**src/rtl/ad5302_ldac_ctrl.sv**
```systemverilog
`default_nettype none
//==============================================================================
// Module      : ad5302_ldac_ctrl
// Description : Multi-channel LDAC strobe generator for a bank of AD5302 DACs.
//               Decodes addressed 32-bit command words from the UART register
//               path and drives per-channel active-low LDAC lines with single
//               or free-running periodic pulses of programmable width/period.
// Revision    : 1.0 - initial release
//==============================================================================
module ad5302_ldac_ctrl #(
    parameter int          NUM_CH     = 4,
    parameter logic [15:0] ADDRESS    = 16'hDAC0,
    parameter logic [12:0] DEF_PW     = 13'd11,
    parameter logic [12:0] DEF_PERIOD = 13'd1000
) (
    input  logic              clk,
    input  logic              rst,
    input  logic [31:0]       uart_reg,
    input  logic              uart_ready,
    output logic [NUM_CH-1:0] ldac_n,
    output logic              busy,
    output logic              cmd_err
);

    typedef enum logic [1:0] {
        S_IDLE  = 2'd0,
        S_PULSE = 2'd1,
        S_GAP   = 2'd2
    } state_t;

    localparam logic [1:0] OP_SINGLE   = 2'b00;
    localparam logic [1:0] OP_PERIODIC = 2'b01;
    localparam logic [1:0] OP_STOP     = 2'b10;
    localparam logic [1:0] OP_CONFIG   = 2'b11;

    state_t              state_q, state_d;
    logic [12:0]         cnt_q, cnt_d;
    logic [12:0]         pw_q, pw_d;          // programmed pulse width
    logic [12:0]         per_q, per_d;        // programmed period
    logic [12:0]         cur_pw_q, cur_pw_d;  // width of the pulse in flight
    logic [12:0]         gap_q, gap_d;        // gap length of the run in flight
    logic [NUM_CH-1:0]   mask_q, mask_d;      // mask driving the current pulse
    logic [NUM_CH-1:0]   pend_q, pend_d;      // mask for subsequent pulses
    logic                periodic_q, periodic_d;
    logic                err_d;
    logic [NUM_CH-1:0]   ldac_n_q;
    logic                busy_q;
    logic                cmd_err_q;

    logic                w_hit;
    logic [1:0]          w_op;
    logic [NUM_CH-1:0]   w_cmask;
    logic [12:0]         w_val;
    logic [12:0]         w_gap_cfg;
    logic [12:0]         w_gap_cur;

    assign w_hit   = uart_ready && (uart_reg[31:16] == ADDRESS);
    assign w_op    = uart_reg[15:14];
    assign w_cmask = uart_reg[NUM_CH-1:0];
    assign w_val   = uart_reg[12:0];

    // Gap lengths; a CONFIG issued mid-run may break PER > PW, in which case
    // the gap is clamped to one cycle instead of wrapping the 13-bit counter.
    assign w_gap_cfg = (per_q > pw_q)     ? (per_q - pw_q)     : 13'd1;
    assign w_gap_cur = (per_q > cur_pw_q) ? (per_q - cur_pw_q) : 13'd1;

    // Next-state, counter and command decode.
    always_comb begin
        state_d    = state_q;
        cnt_d      = cnt_q + 13'd1;
        pw_d       = pw_q;
        per_d      = per_q;
        cur_pw_d   = cur_pw_q;
        gap_d      = gap_q;
        mask_d     = mask_q;
        pend_d     = pend_q;
        periodic_d = periodic_q;
        err_d      = 1'b0;

        // Timed progression of the active run.
        case (state_q)
            S_IDLE: begin
                cnt_d = 13'd0;
            end
            S_PULSE: begin
                if (cnt_q == cur_pw_q - 13'd1) begin
                    cnt_d   = 13'd0;
                    state_d = periodic_q ? S_GAP : S_IDLE;
                end
            end
            S_GAP: begin
                if (cnt_q == gap_q - 13'd1) begin
                    cnt_d    = 13'd0;
                    state_d  = S_PULSE;
                    mask_d   = pend_q;
                    cur_pw_d = pw_q;
                    gap_d    = w_gap_cfg;
                end
            end
            default: begin
                state_d = S_IDLE;
                cnt_d   = 13'd0;
            end
        endcase

        // Accepted commands override the timed progression.
        if (w_hit) begin
            case (w_op)
                OP_SINGLE: begin
                    if ((w_cmask == '0) || (state_q != S_IDLE)) begin
                        err_d = 1'b1;
                    end else begin
                        state_d    = S_PULSE;
                        cnt_d      = 13'd0;
                        mask_d     = w_cmask;
                        pend_d     = w_cmask;
                        periodic_d = 1'b0;
                        cur_pw_d   = pw_q;
                        gap_d      = w_gap_cfg;
                    end
                end
                OP_PERIODIC: begin
                    if ((w_cmask == '0) || (per_q <= pw_q)) begin
                        err_d = 1'b1;
                    end else if ((state_q == S_IDLE) || periodic_q) begin
                        // Fresh start or restart: straight into a new pulse.
                        state_d    = S_PULSE;
                        cnt_d      = 13'd0;
                        mask_d     = w_cmask;
                        pend_d     = w_cmask;
                        periodic_d = 1'b1;
                        cur_pw_d   = pw_q;
                        gap_d      = w_gap_cfg;
                    end else begin
                        // Single pulse in flight: finish it on its own mask,
                        // then continue periodically on the new one.
                        periodic_d = 1'b1;
                        pend_d     = w_cmask;
                        gap_d      = w_gap_cur;
                        if (state_d == S_IDLE) begin
                            state_d = S_GAP;
                            cnt_d   = 13'd0;
                        end
                    end
                end
                OP_STOP: begin
                    state_d    = S_IDLE;
                    cnt_d      = 13'd0;
                    periodic_d = 1'b0;
                end
                OP_CONFIG: begin
                    if (w_val == 13'd0) begin
                        err_d = 1'b1;
                    end else if (uart_reg[13]) begin
                        per_d = w_val;
                    end else begin
                        pw_d = w_val;
                    end
                end
                default: begin
                    err_d = 1'b0;
                end
            endcase
        end
    end

    // State, configuration and registered output updates.
    always_ff @(posedge clk) begin
        if (rst) begin
            state_q    <= S_IDLE;
            cnt_q      <= 13'd0;
            pw_q       <= DEF_PW;
            per_q      <= DEF_PERIOD;
            cur_pw_q   <= DEF_PW;
            gap_q      <= 13'd1;
            mask_q     <= '0;
            pend_q     <= '0;
            periodic_q <= 1'b0;
            ldac_n_q   <= '1;
            busy_q     <= 1'b0;
            cmd_err_q  <= 1'b0;
        end else begin
            state_q    <= state_d;
            cnt_q      <= cnt_d;
            pw_q       <= pw_d;
            per_q      <= per_d;
            cur_pw_q   <= cur_pw_d;
            gap_q      <= gap_d;
            mask_q     <= mask_d;
            pend_q     <= pend_d;
            periodic_q <= periodic_d;
            ldac_n_q   <= (state_q == S_PULSE) ? ~mask_q : '1;
            busy_q     <= (state_q != S_IDLE);
            cmd_err_q  <= err_d;
        end
    end

    assign ldac_n  = ldac_n_q;
    assign busy    = busy_q;
    assign cmd_err = cmd_err_q;

endmodule
`default_nettype wire
```
**config.mk**
```make
export PLATFORM = sky130hd
export DESIGN_NAME = ad5302_ldac_ctrl
export DESIGN_NICKNAME = d
export VERILOG_FILES = /design/src/rtl/ad5302_ldac_ctrl.sv
export SDC_FILE = /design/constraint.sdc
export NUM_CORES = 1
export LEC_CHECK = 0
export ABC_AREA = 1
export CORE_MARGIN = 2
export CORE_UTILIZATION = 59
export CTS_CLUSTER_SIZE = 12
export DETAILED_ROUTE_END_ITERATION = 7
export DONT_BUFFER_PORTS = 1
export GPL_TIMING_DRIVEN = 0
export PLACE_DENSITY = 0.78
export SKIP_LAST_GASP = 1
export SYNTH_ARGS = -nofsm -noshare
export SYNTH_HDL_FRONTEND = slang
export SYNTH_SLANG_ARGS = --single-unit
```
**constraint.sdc**
```tcl
create_clock -name clk -period 2.4 [get_ports clk]
set_input_delay 0.12 -clock clk [delete_from_list [all_inputs] [get_ports clk]]
set_output_delay 0.12 -clock clk [all_outputs]
set_load 0.01 [all_outputs]
```
# Word level (Yosys, flattened, before mapping)
# Cells that the tools add are included.
dict set report word_totals {
  output_inout_bits 6
  ff_bits 82
  in_bits 35
  elab_cells 105
}
dict set report classes {
  eq_ne 10
  bitwise_logic 5
  reduce_logical 18
  magnitude_cmp 3
  add_sub_neg 5
  mux 52
}
# cell n
set op_table {}
lappend op_table {{$mux 13} 21}
lappend op_table {{$pmux 13 s2} 3}
lappend op_table {{$pmux 13 s3} 1}
lappend op_table {{$mux 4} 8}
lappend op_table {{$eq 13x13->1} 2}
lappend op_table {{$gt 13x13->1} 2}
lappend op_table {{$sub 13x1->13 const B} 2}
lappend op_table {{$sub 13x13->13} 2}
lappend op_table {{$eq 16x16->1 const B} 1}
lappend op_table {{$mux 2} 8}
lappend op_table {{$pmux 4 s2} 2}
lappend op_table {{$reduce_and 4->1} 4}
lappend op_table {{$add 13x1->13 const B} 1}
lappend op_table {{$le 13x13->1} 1}
lappend op_table {{$logic_not 13->1} 1}
lappend op_table {{$pmux 2 s3} 2}
lappend op_table {{$eq 2x2->1 const B} 3}
lappend op_table {{$logic_not 2->1} 3}
lappend op_table {{$pmux 1 s3} 2}
lappend op_table {{$mux 1} 5}
lappend op_table {{$eq 2x1->1 const B} 2}
lappend op_table {{$logic_not 4->1} 1}
lappend op_table {{$ne 2x2->1 const B} 2}
lappend op_table {{$not 1->1} 4}
lappend op_table {{6 further kinds} 10}

# Logic depth before layout (Yosys ltp)
# Gate-level depths: netlist of run 1.
dict set report depth {
  ltp_word 10
  ltp_mapped 22
}

# Least setup slack after synthesis of run 1
# OpenSTA, ideal clock, no wires.
dict set report synth_timing {
  path_type {register to register}
  from {register pw_q[2]}
  to {register state_q[0]}
  slack_ns 0.111
  path_stages_with_launch 16
  setup_ns 0.134
  n_path_buf 0
  arrival_time_ns 2.155
  cell_sequence {dfxtp_1 > inv_1 > ha_1 > a21oi_1 > nand2_1 > a21boi_1 > nand3b_1 > nand2_1 > nand2_2 > nor2_4 > nand2_2 > nor2_8 > nor2_4 > inv_1 > nand2_1 > o21ai_0}
}
dict set report synth_via {
  elab_chain_len 5
}
# element line
set synth_lines {}
lappend synth_lines {{start: declaration} 38} ;# logic [12:0] pw_q, pw_d;
lappend synth_lines {{start signal: assignment} 185} ;# pw_q <= pw_d;
lappend synth_lines {{$le 13x13->1} 123} ;# if ((w_cmask == '0) || (per_q <= pw_q)) begin
lappend synth_lines {{$logic_or 1x1->1} 123}
lappend synth_lines {{$mux 2} 123}
lappend synth_lines {{$pmux 2 s3} 108} ;# case (w_op)
lappend synth_lines {{$mux 2} 107} ;# if (w_hit) begin
lappend synth_lines {{end signal: assignment} 183} ;# state_q <= state_d;
lappend synth_lines {{end: declaration} 36} ;# state_t state_q, state_d;
# No other way between the ends.
# A chain may end at the register's enable or synchronous reset.

# Final worst setup path of run 1
dict set report layout_timing {
  from {register state_q[1]}
  to {register cnt_q[0]}
}
dict set report layout_via {
  elab_chain_len 8
  elab_cells_between_ends 17
  classes_between {2 x eq/ne; 10 x mux; 5 x reduce/logical}
}
# element line
set layout_lines {}
lappend layout_lines {{$eq 2x2->1, or another cell as far along} 81} ;# case (state_q)
lappend layout_lines {{$pmux 2 s3} 81}
lappend layout_lines {{$logic_not 2->1} 140} ;# if (state_d == S_IDLE) begin
lappend layout_lines {{$mux 13} 140}
lappend layout_lines {{$mux 13} 125} ;# end else if ((state_q == S_IDLE) || periodic_q) begin
lappend layout_lines {{$mux 13} 123}
lappend layout_lines {{$pmux 13 s3} 108}
lappend layout_lines {{$mux 13 *} 107}
lappend layout_lines {{end signal: assignment} 184} ;# cnt_q <= cnt_d;
lappend layout_lines {{end: declaration} 37} ;# logic [12:0] cnt_q, cnt_d;
# Every way passes the cells marked *; elsewhere a longest branch is shown, timed or not.

==> flow_summary.yaml, run 1 <==
floorplanning:
  die_w_um: 109.7
  core-area_um2: 10890
  start_util_pct: 60.51
  die_y_um: 109.7
  ios: 41
  dieArea_um2: 12030
  fp-row-count: 38
worst_hold_path:
  holdPathEnd: "mask_q[3]"
  hold_depth: 5
  hold_start: "uart_reg[15]"
  worstHoldPathType: "primary input to flop"
timing:
  fmax_ghz: 0.3737
  relSlewSlack_pct: 23.73
  setup_viol: 50
  whs_ns: 0.07484
  worst_pin_slew_ns: 1.134
  timing.final.max_slew_violations: 0
  rsz0062_at_grt: "yes"
  skew_ns: 0.01099
  finalCriticalPeriod_ns: 2.676
  setup_ws_ns: -0.2759
  finalHoldViolCount: 0
  fin_crit_sh_pct: 111.5
pwr:
  pwr-share-comb_pct: 5.4
  swShare_pct: 25.38
  peakVddDrop_uv: 476.4
  switchingPower_uw: 637.5
  p_leak_nw: 3.950
  power.internal_mw: 1.874
  p_clk_share_pct: 40.9
  power_density_nw_per_um2: 285.6
  seq_power_share_pct: 53.7
setup_path:
  crit_path_end_kind: "flop"
  r2r_slack_ns: -0.28
  reg2reg_to: "cnt_q[0]"
  cp_data_arrival_time_ns: 3.01
  worstSetupPathType: "flop to flop"
  worstRegToRegCells: 12
  cp_max_fo: 6
  required_ns: 2.73
  reg2reg_from: "state_q[1]"
  critPathLaunchType: "flop"
placed_design:
  gp_congestion: 0.9898
  io_buffers: 0
  dp_hpwl_mm: 15.48
  place_inst: 1171
logic_synthesis:
  synth.mux.area_fraction_pct: 0
  synth_fa_ha_area_share_pct: 6.874
  synthFlopType: "dfxtp_1"
  netlist_area_um2: 6589
  postSynth.asyncResetShare_pct: 0
  synth-seq-cells: 82
  synth_top_family_by_area: "simple AND/OR/NAND/NOR gates"
  synthSimpleGateAreaFrac_pct: 38.51
  synth_xor_area_share_pct: 4.633
  synth_compound_area_share_pct: 15.25
  synth_cell_types: 52
  synthCells: 1031
  syn-mean-instance-area_um2: 6.391
  yosysWarnings: 0
  synth_seq_area_share_pct: 24.91
  syn_nets: 1101
  synth_edf_count: 0
routing:
  drtPass1Iterations: 6
  drc: 0
  wl_mm: 25.38
  viasPerCell: 6.290
  drt_iter0_markers: 1131
  wl_per_cell_um: 19.89
  vias: 8026
  ant_nets: 0
global_routing:
  grt_pass1_vias: 6767
  grt_usage_pct: 35.89
  antenna_found_initial: 1
  grt_pass1_wl_mm: 32.80
  grt-ovfl-total: 0
  grt_max_degree: 14
outcome:
  status: "finished with violations"
  violations: "negative setup slack"
clock_tree:
  cts_htree_levels: 3
  cts_buffers: 9
  cts_sinks: 82
  cts_tree: "built"
  insertion_delay_ns: 0.40
  cts_root_buffer: "clkbuf_8"
  clk_pin_slew_worst_paths_ns: 0.08
  clk_path_buf_depth: 2
layout:
  final_nets: 1201
  layout-drive-gt1-share_pct: 31.25
  fillers: 648
  multiInputGateArea_um2: 5185
  syn_to_final_growth_pct: 33.46
  seq_area_um2: 1700
  diodes: 0
  fin_cells: 1276
job:
  drv_cap: 0
==> state kept, by name (all words and copies together), names as in the netlist <==
name	flops
busy	1
pw_q	13
per_q	13
ldac_n	4
state_q	2
cur_pw_q	13
cnt_q	13
mask_q	4
gap_q	13
pend_q	4
periodic_q	1
cmd_err	1
==> stage by stage <==
step,setup TNS (ns),instance area (um^2),setup slack [ns],utilization [%],power [mW]
6_report,-9.612,8793,-0.2759,80.76,2.511
5_1_grt,-12.86,8793,-0.3286,80.76,2.560
4_1_cts,-1.284,7731,-0.1053,71.01,2.480
2_1_floorplan,0,6589,0.1111,-,1.444
3_5_place_dp,-12.60,6764,-0.3834,62.12,1.464
3_3_place_gp,-10.73,6764,-0.3518,62.12,1.464
==> critical path, cell delays in order, from the launching register on <==
cell     delay (ns)
dfxtp_1        0.41
inv_1          0.13
ha_1           0.26
nor2_1         0.58
inv_1          0.35
nand2_1        0.16
nand2_1        0.10
inv_1          0.13
nand2_1        0.07
nand2_2        0.09
nand2_4        0.10
buf_4          0.16
nor2_2         0.07
==> worst max-delay path by stage <==
stage / startpoint / endpoint / slack, ns / depth (start not counted)
detailed placement: pw_q[2] / state_q[0] / -0.38 / 15
floorplan: pw_q[2] / state_q[0] / 0.11 / 15
finish: state_q[1] / cnt_q[0] / -0.28 / 12
global route: pw_q[10] / gap_q[9] / -0.33 / 15
global placement: pw_q[2] / state_q[0] / -0.35 / 15
CTS: cur_pw_q[1] / cnt_q[3] / -0.11 / 17
==> cell usage after synthesis (all sizes together) (2+ instances only) <==
library cell / count / share of area (%)
nand3: 82 / 6.8
clkbuf: 10 / 0.57
xnor2: 14 / 1.9
buf: 11 / 1.1
nand4: 24 / 2.5
nor4: 4 / 0.47
xor2: 20 / 2.8
nand3b: 6 / 0.68
a21oi: 58 / 4.5
clkinv: 2 / 0.11
o211ai: 19 / 2.2
nor2: 127 / 9.5
o2111ai: 5 / 0.66
a211oi: 12 / 1.4
nor3: 17 / 1.4
fa: 2 / 0.61
o22ai: 10 / 0.95
and2: 2 / 0.19
ha: 33 / 6.3
nand2: 271 / 16
inv: 141 / 8.0
o21ai: 60 / 4.6
a31oi: 2 / 0.19
or2: 8 / 0.76
dfxtp: 82 / 25
==> placed cells by master, fill, tap and decap left out, drive strengths merged, types with 2 or more instances in the layout <==
| cell | Yosys | final |
|---|---|---|
| a211oi | 12 | 12 |
| a21oi | 58 | 58 |
| a31oi | 2 | 2 |
| and2 | 2 | 2 |
| buf | 11 | 81 |
| clkbuf | 10 | 20 |
| clkinv | 2 | 6 |
| clkinvlp | 0 | 3 |
| dfxtp | 82 | 82 |
| dlygate4sd3 | 0 | 16 |
| fa | 2 | 2 |
| ha | 33 | 33 |
| inv | 141 | 139 |
| nand2 | 271 | 273 |
| nand3 | 82 | 82 |
| nand3b | 6 | 6 |
| nand4 | 24 | 24 |
| nor2 | 127 | 128 |
| nor3 | 17 | 17 |
| nor4 | 4 | 4 |
| o2111ai | 5 | 5 |
| o211ai | 19 | 19 |
| o21ai | 60 | 60 |
| o22ai | 10 | 10 |
| or2 | 8 | 8 |
| xnor2 | 14 | 14 |
| xor2 | 20 | 20 |
==> routing by layer <==
layer / GRT usage [%] / part of all wire, %
met2: 60.01 / 45
met5: 0 / 0.047
met4: 17.36 / 7.8
met3: 6.817 / 10
met1: 44.26 / 36
==> power groups by stage <==
stage	clock, mW	combinational [mW]	sequential (mW)
2_1_floorplan	0	0.0528	1.39
3_3_place_gp	0	0.0730	1.39
3_5_place_dp	0	0.0732	1.39
4_1_cts	1.01	0.110	1.36
5_1_grt	1.07	0.140	1.35
6_report	1.03	0.136	1.35
==> area by class of cell <==
cell class | count | share of cell area, %
plain buffers | 21 | 1.892
multi-input cells | 788 | 58.96
clock inverters | 5 | 0.6261
clock buffers | 11 | 1.494
well taps | 140 | 1.992
repair inverters | 1 | 0.05692
repair buffers | 85 | 9.206
flip-flops and latches | 82 | 19.34
inverters | 143 | 6.431
==> timing repair <==
| item | 4_1_cts | 5_1_grt |
|---|---|---|
| gates resized for setup | 92 | 208 |
| pin swaps | 23 | 99 |
| hold endpoints to repair | 33 | 0 |
| hold buffers | 16 | 0 |
| setup endpoints to repair | 50 | 50 |
| gates cloned | 2 | 5 |
| buffers inserted | 24 | 42 |
==> kinds of logic (layout without fill, tap and decap cells) <==
logic type / count (synthesis) / after routing
AOI/OAI and AO/OA: 173 / 173
xor gates and xnor gates: 34 / 34
DFF: 82 / 82
and+or+nand+nor: 543 / 546
adders and majority gates: 35 / 35
buffers and inverters: 164 / 266
Note: power is estimated with default switching activity, not from simulation.
==> run 2: changes to the inputs <==
--- a/config.mk
+++ b/config.mk
@@ -7,12 +7,13 @@
 export LEC_CHECK = 0
 export ABC_AREA = 1
 export CORE_MARGIN = 2
-export CORE_UTILIZATION = 59
+export CORE_UTILIZATION = 60
 export CTS_CLUSTER_SIZE = 12
 export DETAILED_ROUTE_END_ITERATION = 7
 export DONT_BUFFER_PORTS = 1
 export GPL_TIMING_DRIVEN = 0
-export PLACE_DENSITY = 0.78
+export PLACE_DENSITY = 0.76
+export RECOVER_POWER = 50
 export SKIP_LAST_GASP = 1
 export SYNTH_ARGS = -nofsm -noshare
 export SYNTH_HDL_FRONTEND = slang
==> constraint.sdc (replaced) <==
create_clock -name clk -period 3.15 [get_ports clk]
set_input_delay 0.1575 -clock clk [delete_from_list [all_inputs] [get_ports clk]]
set_output_delay 0.1575 -clock clk [all_outputs]
set_load 0.01 [all_outputs]
==> run 2 against run 1 <==
The flow now finishes without violations. Total power down 21%. Via count is 15% lower. Fmax is 6.1% lower. Setup slack better by 0.57 ns. Cell count decreased by 5.8%.
==> flow_summary.yaml, run 2 (synthesis results as in run 1) <==
setup_path:
  cp_data_arrival_time_ns: 3.09
  reg2reg_from: "pw_q[4]"
  startpoint: "pw_q[4]"
  critPathLaunchType: "flop"
  worstSetupPathType: "flop to flop"
  crit_path_end: "state_q[0]"
  r2r_slack_ns: 0.30
  required_ns: 3.38
  worstRegToRegCells: 14
  cp_max_fo: 10
  reg2reg_to: "state_q[0]"
  crit_path_end_kind: "flop"
pwr:
  switchingPower_uw: 463.4
  p_clk_share_pct: 44.2
  total_power_mw: 1.993
  seq_power_share_pct: 51.9
  pwr-share-comb_pct: 3.9
  power_density_nw_per_um2: 279.7
  p_leak_nw: 3.430
  power.internal_mw: 1.530
  swShare_pct: 23.25
  peakVddDrop_uv: 281.2
routing:
  viasPerCell: 5.663
  drc: 0
  wl_per_cell_um: 15.93
  drtPass1Iterations: 6
  vias: 6807
  ant_nets: 0
  wl_mm: 19.15
  drt_iter0_markers: 624
placed_design:
  place_inst: 1171
  io_buffers: 0
  dp_slack_ns: 0.3472
  dp_hpwl_mm: 15.58
  gp_congestion: 0.9972
floorplanning:
  dieArea_um2: 11840
  die_y_um: 108.8
  ios: 41
  die_w_um: 108.8
  fp-row-count: 38
  start_util_pct: 61.05
  core-area_um2: 10790
clock_tree:
  cts_tree: "built"
  cts_root_buffer: "clkbuf_8"
  clk_pin_slew_worst_paths_ns: 0.08
  ctsResizeCount: 0
  post-cts-setup-buffer-count: 0
  cts_sinks: 82
  insertion_delay_ns: 0.39
  cts_hold_buf: 15
  cts_htree_levels: 3
  clk_path_buf_depth: 2
  cts_buffers: 9
global_routing:
  antenna_found_initial: 0
  grt_usage_pct: 33.69
  grt_max_degree: 14
  grt_pass1_vias: 6273
  grt_pass1_wl_mm: 30.36
  grt-ovfl-total: 0
layout:
  final_common_cell: "nand2_1"
  fin_cells: 1202
  fillers: 1013
  layout-drive-gt1-share_pct: 8.945
  final_nets: 1127
  most-common-layout-cells: "nand2_1 (260), inv_1 (129), nor2_1 (96), dfxtp_1 (82), nand3_1 (76)"
  diodes: 0
  syn_to_final_growth_pct: 8.147
outcome:
  status: "finished, final reports clean"
timing:
  finalSetupTns_ns: 0
  worst_pin_slew_ns: 1.085
  skew_ns: 0.01769
  relSlewSlack_pct: 27.02
  rsz0062_at_grt: "no"
  fin_crit_sh_pct: 90.52
  finalCriticalPeriod_ns: 2.851
  timing.final.max_slew_violations: 0
  setup_viol: 0
  fmax_ghz: 0.3507
  setup_ws_ns: 0.2988
  finalHoldViolCount: 0
  whs_ns: 0.02939
job:
  drv_cap: 0
worst_hold_path:
  worstHoldPathType: "primary input to flop"
  hold_start: "uart_reg[14]"
==> run 2: cell count changes in the layout (fill, tap and decap cells not counted), sizes merged <==
cell,previous run,this run
clkinvlp,3,2
nor2,128,127
inv,139,141
dlygate4sd3,16,15
buf,81,9
clkbuf,20,24
bufinv,1,2
nand2,273,271
clkinv,6,2
==> run 2: how the worst min path moves through the flow <==
stage	cells after the start	slack, ns	end
global placement	2	0.28	per_q[5]
global route	3	0.05	periodic_q
floorplan	2	0.27	per_q[5]
finish	4	0.03	cmd_err
detailed placement	2	0.29	per_q[5]
CTS	2	0.02	pw_q[12]
==> run 2: area by class of cell <==
class	instances	area, um^2	share of cell area, %
inverters	143	536.8	7.533
repair buffers	15	150.1	2.107
clock buffers	12	145.1	2.037
multi-input cells	785	4294	60.26
clock inverters	4	75.07	1.054
plain buffers	21	107.6	1.510
flip-flops and latches	82	1642	23.04
well taps	140	175.2	2.458
==> run 2: stage by stage <==
stage,util (%),instance area [um^2]
after floorplan,-,6589
after global placement,62.67,6764
after detailed placement,62.67,6764
after CTS,66.10,7134
after global routing,66.02,7126
final,66.02,7126
==> run 2: worst max-delay path, stage by stage, from the launching register on <==
cell and delay (ns):
dfxtp_1 0.35, inv_1 0.09, ha_1 0.39, a21oi_1 0.21, a21boi_1 0.24, nand3b_1 0.13, nand2_1 0.07, nand2_2 0.11
nor2_4 0.06, nand2_2 0.21, nor2_8 0.08, nor2_4 0.15, inv_1 0.09, nand2_1 0.32, o21ai_0 0.19
==> run 2: power groups by stage <==
stage,clock (mW),combinational (mW),sequential (mW)
2_1_floorplan,0,0.0402,1.06
3_3_place_gp,0,0.0560,1.06
3_5_place_dp,0,0.0564,1.06
4_1_cts,0.879,0.0752,1.04
5_1_grt,0.919,0.0833,1.04
6_report,0.881,0.0770,1.04
==> run 2: per-layer routing <==
layer | global-route usage (%) | share of wire [%]
met3 | 6.993 | 6.4
met2 | 57.14 | 46
met1 | 41.54 | 44
met5 | 0 | 0
met4 | 13.83 | 3.4
